===== config.mk =====
export PLATFORM = sky130hd
export DESIGN_NAME = seq_divide
export DESIGN_NICKNAME = d
export VERILOG_FILES = /design/src/rtl/seq_divide.sv
export SDC_FILE = /design/constraint.sdc
export NUM_CORES = 1
export LEC_CHECK = 0
export BUFFER_PORTS_ARGS = -buffer_cell sky130_fd_sc_hd__buf_2
export CELL_PAD_IN_SITES_DETAIL_PLACEMENT = 1
export CELL_PAD_IN_SITES_GLOBAL_PLACEMENT = 2
export CORE_MARGIN = 2
export CORE_UTILIZATION = 36
export DETAILED_ROUTE_END_ITERATION = 10
export MAX_ROUTING_LAYER = met4
export PLACE_DENSITY = 0.91
export SKIP_LAST_GASP = 1
export SLEW_MARGIN = 25
export SYNTH_ARGS = -nofsm -noshare
export SYNTH_HDL_FRONTEND = slang
export SYNTH_SLANG_ARGS = --single-unit

===== constraint.sdc =====
create_clock -name clk -period 6.8 [get_ports clk]
set_input_delay 0.68 -clock clk [delete_from_list [all_inputs] [get_ports clk]]
set_output_delay 0.68 -clock clk [all_outputs]
set_load 0.02 [all_outputs]

===== src/rtl/seq_divide.sv =====
// rtl/seq_divide.sv - multi-cycle restoring unsigned divider with start/done handshake
//
// Computes q = a / b and r = a % b over WIDTH-bit unsigned operands,
// resolving RADIX_BITS quotient bits per clock (N = WIDTH/RADIX_BITS
// iteration edges after the accepting edge). Divide-by-zero completes in
// one edge with q = all-ones, r = a, dz = 1.
//
// Ports:
//   clk    in   system clock, rising edge
//   rst    in   asynchronous active-high reset
//   start  in   request, sampled only while ready = 1
//   a      in   dividend, captured on an accepted start
//   b      in   divisor, captured on an accepted start
//   ready  out  block can accept start (IDLE or DONE)
//   done   out  one-cycle pulse, q/r/dz valid
//   q      out  quotient (held until the next operation completes)
//   r      out  remainder (held until the next operation completes)
//   dz     out  divide-by-zero flag for the current result

module seq_divide #(
    parameter int WIDTH      = 32,
    parameter int RADIX_BITS = 1
) (
    input  logic             clk,
    input  logic             rst,
    input  logic             start,
    input  logic [WIDTH-1:0] a,
    input  logic [WIDTH-1:0] b,
    output logic             ready,
    output logic             done,
    output logic [WIDTH-1:0] q,
    output logic [WIDTH-1:0] r,
    output logic             dz
);

    localparam int N  = WIDTH / RADIX_BITS;
    localparam int CW = (N > 1) ? $clog2(N) : 1;

    generate
        if (!((RADIX_BITS == 1 || RADIX_BITS == 2 || RADIX_BITS == 4) &&
              (WIDTH > 0) && (WIDTH % RADIX_BITS == 0))) begin : g_bad_params
            $error("seq_divide: RADIX_BITS must be 1, 2 or 4 and divide WIDTH");
        end
    endgenerate

    typedef enum logic [1:0] {
        IDLE = 2'd0,
        RUN  = 2'd1,
        DONE = 2'd2
    } state_t;

    state_t           state;
    state_t           state_next;

    logic [CW-1:0]    cnt;
    logic [WIDTH-1:0] rem;      // partial remainder, always < b between edges
    logic [WIDTH-1:0] sh;       // dividend bits shift out of the top, quotient bits shift in at the bottom
    logic [WIDTH-1:0] b_reg;

    logic             accept;
    logic             last_iter;

    logic [WIDTH:0]   ext;      // one extra bit so {rem, bit} >= b never overflows
    logic [WIDTH-1:0] rem_step;
    logic [WIDTH-1:0] sh_step;

    assign accept    = start && (state != RUN);
    assign last_iter = (cnt == CW'(N - 1));

    // RADIX_BITS restoring steps per clock, MSB first
    always_comb begin
        rem_step = rem;
        sh_step  = sh;
        ext      = '0;
        for (int i = 0; i < RADIX_BITS; i++) begin
            ext     = {rem_step, sh_step[WIDTH-1]};
            sh_step = sh_step << 1;
            if (ext >= {1'b0, b_reg}) begin
                ext        = ext - {1'b0, b_reg};
                sh_step[0] = 1'b1;
            end
            rem_step = ext[WIDTH-1:0];
        end
    end

    // state register
    always_ff @(posedge clk or posedge rst) begin
        if (rst) begin
            state <= IDLE;
        end else begin
            state <= state_next;
        end
    end

    // next-state logic
    always_comb begin
        state_next = state;
        case (state)
            IDLE, DONE: begin
                if (start) begin
                    state_next = (b == '0) ? DONE : RUN;
                end else begin
                    state_next = IDLE;
                end
            end
            RUN: begin
                if (last_iter) begin
                    state_next = DONE;
                end
            end
            default: state_next = IDLE;
        endcase
    end

    // state-decoded outputs
    always_comb begin
        ready = 1'b1;
        done  = 1'b0;
        case (state)
            RUN:     ready = 1'b0;
            DONE:    done  = 1'b1;
            default: ;
        endcase
    end

    // datapath and result registers; results only move on completion
    always_ff @(posedge clk or posedge rst) begin
        if (rst) begin
            cnt   <= '0;
            rem   <= '0;
            sh    <= '0;
            b_reg <= '0;
            q     <= '0;
            r     <= '0;
            dz    <= 1'b0;
        end else if (accept) begin
            cnt   <= '0;
            rem   <= '0;
            sh    <= a;
            b_reg <= b;
            if (b == '0) begin
                q  <= '1;
                r  <= a;
                dz <= 1'b1;
            end
        end else if (state == RUN) begin
            cnt <= cnt + CW'(1);
            rem <= rem_step;
            sh  <= sh_step;
            if (last_iter) begin
                q  <= sh_step;
                r  <= rem_step;
                dz <= 1'b0;
            end
        end
    end

endmodule


* Yosys cells after proc, flatten, opt, wreduce, memory -nomap -nowiden
Index checks and enable logic that the tools add are counted.
** Cells by class
- Add/sub/neg operators :: 2
- Multipliers :: 0
- Div/mod/pow operators :: 0
- Order comparisons :: 1
- Equality and inequality tests :: 6
- Shift-type cells :: 0
- Multiplexer cells :: 26
- Bitwise gates (word level) :: 0
- Reductions and logical operators :: 7
** Operator list (number)
- 2-to-1 mux 32 bit :: 13
- greater-or-equal comparator 33 x 32 -> 1 bit :: 1
- logical NOT 32 bit :: 1
- subtractor 32 bit :: 1
- 2-to-1 mux 5 bit :: 2
- 2-to-1 mux 1 bit :: 7
- 2-to-1 mux 2 bit :: 3
- adder 5 x 1 -> 5 bit, second input constant :: 1
- equality test 5 bit, second input constant :: 1
- inequality test 2 x 1 -> 1 bit, second input constant :: 2
- one-hot mux 2 bit (2 select lines) :: 1
- nonzero test 2 bit :: 2
- AND reduction 3 bit :: 1
- equality test 2 x 1 -> 1 bit, second input constant :: 1
- equality test 2 bit, second input constant :: 1
- logical NOT 2 bit :: 1
- inequality test 2 bit, second input constant :: 1
- OR reduction 2 bit :: 1
- logical AND 1 bit :: 1
** Storage, ports and cells
- Flip-flop bits (word level) :: 168
- Bits in latches :: 0
- Bits in writable memories :: 0
- Bits in read-only memories :: 0
- Bits of input ports :: 67
- Output and inout port bits :: 67
- Word-level logic and storage cells :: 50
- Memories :: 0

* Logic depth before layout (Yosys ltp)
- Depth in word-level cells :: 5
- Depth in mapped cells :: 13
- Depth with buffers taken out :: 13

* Worst setup path after synthesis
No wires, ideal clock.
- Path type :: flip-flop to flip-flop
- Start point :: register rem[16]
- End point :: register r[28]
- Setup time :: 0.142 ns
- Arrival :: 2.530 ns
- Required time :: 6.658 ns
- Setup slack :: 4.129 ns
- Stages on the path, launching flop included :: 12
- Buffers on the path :: 1
- Clock period less this slack :: 2.671 ns
- Cell sequence :: dfrtp_1 > ha_1 > buf_2 > a21oi_1 > o21ai_0 > a2111oi_0 > a22oi_1 > a41oi_1 > o21ai_0 > xor2_1 > mux2i_1 > a211oi_1
** On the way
- Word-level cells in the longest chain between the ends :: 5
- Elaborated cells between the ends (all ways) :: 6
- Those cells by class :: 1 x add/sub; 1 x order compare; 4 x mux
** Ends and longest elaborated chain
- start: declaration :: RTL line 56 : logic [WIDTH-1:0] rem;
- start signal: assignment :: RTL line 148 : rem <= rem_step;
- subtractor 32 bit or greater-or-equal comparator 33 x 32 -> 1 bit (tied branches) :: RTL line 79, 78
- 2-to-1 mux 32 bit * :: RTL line 78 : if (ext >= {1'b0, b_reg}) begin
- 2-to-1 mux 32 bit * :: RTL line 150 : if (last_iter) begin
- 2-to-1 mux 32 bit * :: RTL line 146 : end else if (state == RUN) begin
- 2-to-1 mux 32 bit * :: RTL line 136 : end else if (accept) begin
- end signal: assignment :: RTL line 152 : r <= rem_step;
- end: declaration :: RTL line 32 : output logic [WIDTH-1:0] r,
Every way passes the cells marked *; elsewhere a longest branch is shown, timed or not. The select of a mux whose other input is x is not followed.
A chain may end at the register's enable or synchronous reset.

* Worst setup path after layout
- Start point :: input b[1]
- End point :: register r[11]
** On the way
- Word-level cells in the longest chain between the ends :: 3
** Ends and longest elaborated chain
- start: declaration :: RTL line 28 : input logic [WIDTH-1:0] b,
- logical NOT 32 bit :: RTL line 141 : if (b == '0) begin
- inequality test 2 x 1 -> 1 bit (no line)
- AND reduction 3 bit (no line)
Every way passes these cells.

==> out/metrics.yaml <==
start_util: 0.369
ys_types: 57
cts_setup_buffers: 0
syn_avg_cell_area_um2: 9.65
startpoint_type: "input port"
cts_root_buf: "clkbuf_16"
cts.sinks: 168
antenna_found_initial: 0
synth_top_area_frac: 0.468
fp.coreArea_um2: 24400
maxCapViolations: 0
n_fill_cell: 2876
relSlewSlack: 0.292
fp.dieArea_um2: 26200
hold_viol_final: 0
synth_ff_type: "dfrtp_1"
synth_edf_count: 0
crit_path_end_kind: "register"
synthMuxAreaShare: 0.0937
layout-drive-gt1-share: 0.216
r2r-start: "rem[14]"
netlist_area_um2: 8990
cp.required_ns: 7.17
port_buffers: 133
ctsHoldBuffers: 0
clk_path_buf_depth: 2
clk_latency_ns: 0.43
clk_pin_slew_worst_paths_ns: 0.07
synth_fa_ha_area_frac: 0.0496
finalWirelength_um: 26800
drv_slew: 0
grt_overflow_total: 0
grt_usage: 0.216
yosys_warnings: 0
synth-simple-area-share: 0.121
die_h_um: 162
synth_cells: 931
status: "finished, final reports clean"
syn_nets: 1033
drt_iter0_drc: 424
setup_violations: 0
arrival_ns: 4.05
synthXorXnorAreaFrac: 0.0273
finClkSkew_ns: 0.0155
die_x_um: 162
post_cts_resized: 0
drc: 0
synth_area_leader_cell: "dfrtp_1"
io_pins: 134
areaGrowthSynthToFinish_pct: 17.3
worstMarginPinSlew_ns: 1.05
ys_seq_area_frac: 0.468
fmax_mhz: 272
rrSetupSlack_ns: 3.21
rsz0062_at_grt: "no"
hold_class: "input port to async pin"
cts_tree: "done"
worstSetupPathType: "input port to register"
numCtsBuffers: 17
grt_pass1_wl_um: 43400
period_share: 0.541
dr.pass1.iters: 4
vias_per_cell: 5.51
crit_fanout: 61
grt_max_degree: 81
vias: 7543
detail-route-antenna-nets: 0
period_needed_ns: 3.68
htree_levels: 4
crit_start: "b[1]"
routedWlPerCell_um: 19.6
synth-seq-cells: 168
setup_tns_ns: 0
num_rows: 57
synth_top_family_by_area: "compound AO/OA/AOI/OAI gates"
antenna_cells: 0
final_nets: 1134
synthArstFlopShare: 1.00
synth_compound_gate_area_share: 0.194
synthTopCellsByArea: "dfrtp_1 (47%), o21ai_0 (6.6%), mux2i_1 (5.2%)"
dp_hpwl_um: 19300
place_congestion: 0.847
grt_pass1_vias: 8032
-- worst max-delay path, stage by stage --
cell and delay [ns]:
buf_2 0.12, nor4_1 0.88, nand4_1 0.45, nor2_1 0.45, nand3_1 0.32, nand2_4 0.63, o21ai_0 0.21, a21oi_1 0.16
a21o_1 0.10
-- cells in the mapped netlist (4+ instances only) --
cell / number
dfrtp_1: 168
o21ai_0: 119
nand2_1: 88
a21oi_1: 60
mux2i_1: 47
clkbuf_1: 43
inv_1: 43
nand3_1: 43
nor2_1: 38
ha_1: 34
mux2_2: 33
o22a_1: 31
or3_1: 18
nand4_1: 15
xnor2_1: 15
a21o_1: 14
xor2_1: 13
buf_2: 11
nor4_1: 11
a31oi_1: 10
a211oi_1: 9
nor3_1: 6
buf_1: 5
nor2b_1: 5
o31ai_1: 5
o21a_1: 4
-- through the flow --
stage	instances	setup WS, ns	hold WS [ns]	instance area [µm²]	utilization
2_1_floorplan	931	1.57	0.435	8990	-
3_3_place_gp	1337	2.46	0.465	9900	0.406
3_5_place_dp	1337	2.76	0.474	9910	0.406
4_1_cts	1368	3.18	0.368	10500	0.432
5_1_grt	1368	2.97	0.382	10500	0.432
6_report	1368	3.12	0.342	10500	0.432
-- worst paths after layout --
kind | cells past startpoint | to
worst max-delay path | 9 | r[11]
worst min-delay path | 2 | q[17]
worst max register to register | 9 | r[10]
worst min register to register | 1 | q[11]
max in group asynchronous | 3 | b_reg[1]
min in group clk | 1 | q[11]
-- cell usage in the layout, fill, tap and decap left out, drive strengths merged, types with 3 or more instances in the layout --
cell / n
a211oi: 9
a21o: 14
a21oi: 62
a31oi: 10
and3: 3
buf: 143
bufinv: 4
clkbuf: 17
clkinv: 4
dfrtp: 168
ha: 34
inv: 49
mux2: 33
mux2i: 47
nand2: 89
nand3: 43
nand4: 15
nor2: 38
nor2b: 5
nor3: 6
nor4: 11
o211ai: 3
o21a: 4
o21ai: 120
o21bai: 3
o22a: 31
o22ai: 3
o31ai: 6
or3: 18
xnor2: 15
xor2: 13
-- kinds of logic after synthesis --
logic type	after synthesis
adder cells (fa/ha/maj)	35
multiplexers	80
AO/OA/AOI/OAI	281
flip-flops	168
XOR/XNOR	28
buffers and inverters	106
AND/OR/NAND/NOR	233
-- area by class of cell --
class / instances / area [µm²] / area share
flip-flops and latches: 168 / 4200 / 0.399
clock inverters: 14 / 210 / 0.0199
multi-input cells: 657 / 4390 / 0.416
inverters: 45 / 175 / 0.0166
repair buffers: 143 / 741 / 0.0702
clock buffers: 17 / 425 / 0.0403
well taps: 324 / 405 / 0.0384
-- layer usage --
layer  GRT usage  vias up  wire length (µm)
met5           -        -                 0
met4      0.0535        0               347
met3      0.0312       22               865
met2       0.357      145             13300
met1       0.281     3835             12300
li1            -     3541                 -
Power is not shown: default switching activity piles up to over one toggle a cycle in this logic, so the estimate is an artifact.
